<file path="src/rtl/adder_sched_pkg.sv">
// adder_sched_pkg: shared constants, state type and ID-width helper for the adder scheduler
package adder_sched_pkg;
   localparam int ADDER_W = 30;
   typedef enum logic {IDLE, LOCK} state_e;
   function automatic int id_w(input int n);
      return (n <= 2) ? 1 : $clog2(n);
   endfunction
endpackage

</file>
<file path="src/rtl/adder.sv">
// adder: 30-bit Kogge-Stone prefix adder with carry-in folded into bit 0's generate
module adder (
   output logic [29:0] sum,
   output logic        cout,
   input  logic [29:0] a,
   input  logic [29:0] b,
   input  logic        cin
);
   logic [29:0] pi, g, p;
   assign pi = a ^ b;
   // descending index keeps each level reading the previous level's values
   always_comb begin
      g = a & b;
      p = pi;
      g[0] = g[0] | (pi[0] & cin);
      for (int l = 0; l < 5; l++)
         for (int i = 29; i >= (1 << l); i--) begin
            g[i] = g[i] | (p[i] & g[i - (1 << l)]);
            p[i] = p[i] & p[i - (1 << l)];
         end
   end
   assign sum  = pi ^ {g[28:0], cin};
   assign cout = g[29];
endmodule

</file>
<file path="src/rtl/rr_arbiter.sv">
// rr_arbiter: round-robin grant starting the search at ptr (rotate, priority pick, rotate back)
module rr_arbiter #(
   parameter int N   = 4,
   parameter int IDW = 2
) (
   input  logic [N-1:0]   req,
   input  logic [IDW-1:0] ptr,
   input  logic           en,
   output logic [N-1:0]   gnt,
   output logic [IDW-1:0] idx
);
   logic [N-1:0]   rot;
   logic [IDW-1:0] first;
   logic [IDW:0]   pos;
   logic           any;
   always_comb begin
      rot   = N'({req, req} >> ptr);
      first = '0;
      any   = 1'b0;
      for (int i = N - 1; i >= 0; i--)
         if (rot[i]) begin
            first = IDW'(i);
            any   = 1'b1;
         end
      pos = {1'b0, first} + {1'b0, ptr};
      idx = (pos >= (IDW + 1)'(N)) ? IDW'(pos - (IDW + 1)'(N)) : pos[IDW-1:0];
      gnt = (en && any) ? (N'(1) << idx) : '0;
   end
endmodule

</file>
<file path="src/rtl/adder_rr_sched.sv">
// adder_rr_sched: shares one adder among NREQ requesters, round-robin with lockable carry chains
module adder_rr_sched
   import adder_sched_pkg::*;
#(
   parameter int NREQ = 4,
   parameter int IDW  = id_w(NREQ)
) (
   input  logic                    clk,
   input  logic                    rst,
   input  logic [NREQ-1:0]         req_valid,
   output logic [NREQ-1:0]         req_ready,
   input  logic [NREQ*ADDER_W-1:0] req_a,
   input  logic [NREQ*ADDER_W-1:0] req_b,
   input  logic [NREQ-1:0]         req_cin,
   input  logic [NREQ-1:0]         req_chain,
   output logic                    rsp_valid,
   input  logic                    rsp_ready,
   output logic [ADDER_W-1:0]      rsp_sum,
   output logic                    rsp_cout,
   output logic [IDW-1:0]          rsp_id,
   output logic                    rsp_last
);
   state_e             state_q, state_d;
   logic [IDW-1:0]     ptr_q, ptr_d, owner_q, owner_d, id_q, id_d;
   logic               carry_q, carry_d, rsp_valid_q, rsp_valid_d;
   logic               cout_q, cout_d, last_q, last_d;
   logic [ADDER_W-1:0] sum_q, sum_d;
   logic               slot_free, lock, fire, add_cin, add_cout;
   logic [NREQ-1:0]    arb_gnt, lock_rdy;
   logic [IDW-1:0]     arb_idx, g;
   logic [ADDER_W-1:0] op_a, op_b, add_sum;

   assign lock      = (state_q == LOCK);
   assign slot_free = ~rsp_valid_q | rsp_ready;
   assign g         = lock ? owner_q : arb_idx;
   assign lock_rdy  = NREQ'(slot_free & req_valid[owner_q]) << owner_q;
   assign req_ready = rst ? '0 : (lock ? lock_rdy : (arb_gnt & {NREQ{slot_free}}));
   assign fire      = |(req_valid & req_ready);
   assign op_a      = req_a[int'(g) * ADDER_W +: ADDER_W];
   assign op_b      = req_b[int'(g) * ADDER_W +: ADDER_W];
   // a locked chain continues from the previous word's carry, not the requester's cin
   assign add_cin   = lock ? carry_q : req_cin[g];

   rr_arbiter #(.N(NREQ), .IDW(IDW)) u_arb (
      .req(req_valid), .ptr(ptr_q), .en(~lock), .gnt(arb_gnt), .idx(arb_idx)
   );

   adder u_adder (.sum(add_sum), .cout(add_cout), .a(op_a), .b(op_b), .cin(add_cin));

   always_comb begin
      state_d     = state_q;
      ptr_d       = ptr_q;
      owner_d     = owner_q;
      carry_d     = carry_q;
      rsp_valid_d = rsp_valid_q;
      sum_d       = sum_q;
      cout_d      = cout_q;
      id_d        = id_q;
      last_d      = last_q;
      if (fire) begin
         rsp_valid_d = 1'b1;
         sum_d       = add_sum;
         cout_d      = add_cout;
         id_d        = g;
         last_d      = ~req_chain[g];
         carry_d     = add_cout;
         state_d     = req_chain[g] ? LOCK : IDLE;
         owner_d     = req_chain[g] ? g : owner_q;
         ptr_d       = req_chain[g] ? ptr_q : ((g == IDW'(NREQ - 1)) ? '0 : g + 1'b1);
      end else if (rsp_ready) begin
         rsp_valid_d = 1'b0;
      end
   end

   always_ff @(posedge clk) begin
      if (rst) begin
         state_q     <= IDLE;
         ptr_q       <= '0;
         owner_q     <= '0;
         carry_q     <= 1'b0;
         rsp_valid_q <= 1'b0;
         sum_q       <= '0;
         cout_q      <= 1'b0;
         id_q        <= '0;
         last_q      <= 1'b0;
      end else begin
         state_q     <= state_d;
         ptr_q       <= ptr_d;
         owner_q     <= owner_d;
         carry_q     <= carry_d;
         rsp_valid_q <= rsp_valid_d;
         sum_q       <= sum_d;
         cout_q      <= cout_d;
         id_q        <= id_d;
         last_q      <= last_d;
      end
   end

   assign rsp_valid = rsp_valid_q;
   assign rsp_sum   = sum_q;
   assign rsp_cout  = cout_q;
   assign rsp_id    = id_q;
   assign rsp_last  = last_q;
endmodule
</file>
<file path="config.mk">
export PLATFORM = sky130hd
export DESIGN_NAME = adder_rr_sched
export DESIGN_NICKNAME = d
export VERILOG_FILES = /design/src/rtl/adder_sched_pkg.sv /design/src/rtl/adder.sv /design/src/rtl/rr_arbiter.sv /design/src/rtl/adder_rr_sched.sv
export SDC_FILE = /design/constraint.sdc
export NUM_CORES = 1
export LEC_CHECK = 0
export CORE_MARGIN = 2
export CORE_UTILIZATION = 43
export DETAILED_ROUTE_END_ITERATION = 6
export PLACE_DENSITY = 0.88
export SETUP_SLACK_MARGIN = 0.2
export SYNTH_ARGS = -nofsm -noshare
export SYNTH_HDL_FRONTEND = slang
export SYNTH_SLANG_ARGS = --single-unit
</file>
<file path="constraint.sdc">
create_clock -name clk -period 15.8 [get_ports clk]
set_clock_uncertainty 0.2 [all_clocks]
set_input_delay 3.16 -clock clk [delete_from_list [all_inputs] [get_ports clk]]
set_output_delay 3.16 -clock clk [all_outputs]
set_load 0.05 [all_outputs]
</file>
==> results.json <==
{
  "drt_iter0_markers": 439,
  "hold_viol_final": 0,
  "nFillCells": 968,
  "portBuffers": 293,
  "worstPathRequired_ns": 12.44,
  "vias_per_cell": 5.50,
  "endpoint_kind": "primary output",
  "gp_congestion": 0.907,
  "grt_usage_pct": 25.3,
  "cp_data_arrival_time_ns": 7.04,
  "slew_headroom_pct": 38.1,
  "cts_setup_buffers": 0,
  "wirelength_um": 17500,
  "totalNegativeSetupSlack_ns": 0,
  "synthTopCellsByArea": "dfxtp_1 15%, mux2i_1 14%, mux2_2 13%, a21oi_1 10%, nor2_1 8.1%",
  "drive_gt1_share_pct": 7.91,
  "cts_buffers": 5,
  "post_synth_inst_count": 711,
  "gr-total-overflow": 0,
  "fmax_mhz": 96.2,
  "ant_nets": 0,
  "drcViolationCount": 0,
  "insertion_delay_ns": 0.28,
  "status": "finished clean",
  "cts_resized": 0,
  "grt_antenna_before_repair": 0,
  "synthArstFlopShare_pct": 0,
  "setup.worst_path.start_class": "input port",
  "grt_pass1_wl_um": 27300,
  "rsz0062_at_grt": "false",
  "maxCapViolCount": 0,
  "crit_type": "in2out",
  "ys_seq_elements": 40,
  "synth-main-ff-cell": "dfxtp_1",
  "start_util_pct": 44.1,
  "finalCritPeriodShare_pct": 65.8,
  "routedWlPerCell_um": 15.6,
  "crit_path_max_incr_delay_ns": 0.80,
  "crit_slowest_cell": "clkdlybuf4s50_1",
  "syn_avg_cell_area_sq_um": 7.46,
  "synth_top_area_share_pct": 15.1,
  "critPathBufInv": 3,
  "drv_slew": 0,
  "first_global_vias": 5740,
  "htree_levels": 2,
  "crit_family": "buffers and inverters",
  "antenna_cells": 0,
  "cts_tree": "done",
  "io_pins": 294,
  "synth_warnings": 0,
  "grt_max_degree": 67,
  "die_area_sq_um": 13200,
  "die_y_um": 115,
  "fp.dieW_um": 115,
  "areaGrowthSynthToFinish_pct": 58.7,
  "core-area_sq_um": 12000,
  "min_path_type": "reg2reg",
  "crit_chain": "clkdlybuf4s50_1 -> nor2b_1 -> a221oi_1 -> o211ai_1 -> ha_1 -> nor2b_1 -> and3_1 -> nor3_2 -> buf_4 -> and4_1 -> clkdlybuf4s50_1",
  "clk_pin_slew_ns": 0.06,
  "ctsLongestPathBuffers": 2,
  "worst_pin_slew_ns": 0.929,
  "synth_cell_type_count": 61,
  "vias": 6155,
  "setup_viol": 0,
  "cts-root-buf": "clkbuf_16",
  "nets": 1260,
  "ys_seq_area_share_pct": 15.1,
  "first_pass_iters": 6,
  "cp_max_fo": 66,
  "yosys.area.top_type": "dfxtp_1",
  "core.rowCount": 40,
  "synth_nets": 999,
  "hold_buffers": 0,
  "synth-edff-count": 0,
  "cts_sinks": 40,
  "place_hpwl_um": 14300,
  "synth_area_sq_um": 5300,
  "min_period_ns": 10.40
}
==> cell usage in the layout (no fill, tap or decap), drive strengths merged, types with 3 or more instances in the layout <==
cell,count
nor4,4
xnor2,16
ha,31
nand3,11
nor2b,7
clkdlybuf4s50,293
nand4,6
a2111oi,3
mux2i,74
o21a,8
and3,8
and2,4
clkbuf,8
o21bai,3
or3,3
o211ai,9
nand2b,6
dfxtp,40
o31a,3
a21oi,108
inv,12
a211oi,8
nand2,47
mux2,59
nor2,114
nor3,12
o31ai,3
o21ai,24
buf,5
xor2,6
==> worst reg2reg max path, cell delays in order, from the launching register on <==
cell and delay, ns:
dfxtp_1 0.40, or4_1 0.55, o211ai_1 0.11, ha_1 0.32, inv_1 0.19, o21a_4 0.56, buf_4 0.64, mux2i_1 0.27
o22ai_1 0.11, mux2i_1 0.31, fa_1 0.30, fa_1 0.23, nand2b_1 0.14, a21oi_1 0.14, o211ai_1 0.30, nand3_1 0.17
a221oi_1 0.46, o21bai_1 0.13, a2111oi_0 0.44, a211oi_1 0.09
==> registers in the layout, indices dropped and copies added (netlist names) <==
signal / cells
lock: 1
owner_q: 2
ptr_q: 2
rsp_cout: 1
rsp_id: 2
rsp_last: 1
rsp_sum: 30
rsp_valid: 1
==> final timing paths <==
kind,from,end,slack (ns),cells after the start
setup / recovery,req_valid[2],req_ready[2],5.40,11
setup reg to reg,ptr_q[0]$_SDFFE_PP0P_,rsp_sum[28]$_SDFFE_PP0N_,9.63,19
hold / removal,rsp_sum[19]$_SDFFE_PP0N_,rsp_sum[19]$_SDFFE_PP0N_,0.26,2
hold reg to reg,rsp_sum[19]$_SDFFE_PP0N_,rsp_sum[19]$_SDFFE_PP0N_,0.26,2
==> area by class of cell <==
| type | count | area, sq um | area share, % |
|---|---|---|---|
| Inverter | 12 | 45.0 | 0.535 |
| Timing Repair Buffer | 298 | 2970 | 35.3 |
| Clock buffer | 8 | 146 | 1.74 |
| Tap cell | 147 | 184 | 2.19 |
| Multi-Input combinational cell | 615 | 4270 | 50.7 |
| Sequential cell | 40 | 801 | 9.52 |
==> stage by stage <==
stage	util, %	instance area [sq um]	cells	hold WS, ns	worst slack [ns]
5_1_grt	70.1	8420	1120	0.283	5.20
3_5_place_dp	68.8	8270	1112	0.250	5.42
6_report	70.1	8420	1120	0.259	5.40
2_1_floorplan	-	5300	711	0.318	6.78
4_1_cts	70.1	8420	1120	0.259	5.39
3_3_place_gp	68.8	8270	1112	0.241	5.45
==> per-layer routing <==
metal	wire length (um)	track usage [%]
met4	270	5.22
met5	0	0
met2	8920	46.3
met1	7240	31.5
met3	1080	3.69
==> Yosys cell counts, types with 11 or more instances <==
cell type	number
mux2_2	59
inv_1	11
nand2_1	47
xnor2_1	16
nor2_1	114
nand3_1	11
ha_1	31
clkbuf_1	21
dfxtp_1	40
o21ai_0	17
mux2i_1	74
buf_2	21
nor3_1	12
a21oi_1	108
==> cell families after synthesis <==
kind of cell,after synthesis,synth area share [%]
flip-flops,40,15.1
AND/OR/NAND/NOR,230,19.3
buffers and inverters,56,4.60
XOR/XNOR,22,3.63
multiplexers,133,26.5
AO/OA/AOI/OAI,197,22.8
adder cells (fa/ha/maj),33,8.07
Power is not shown: default switching activity piles up to over one toggle a cycle in this logic, so the estimate is an artifact.
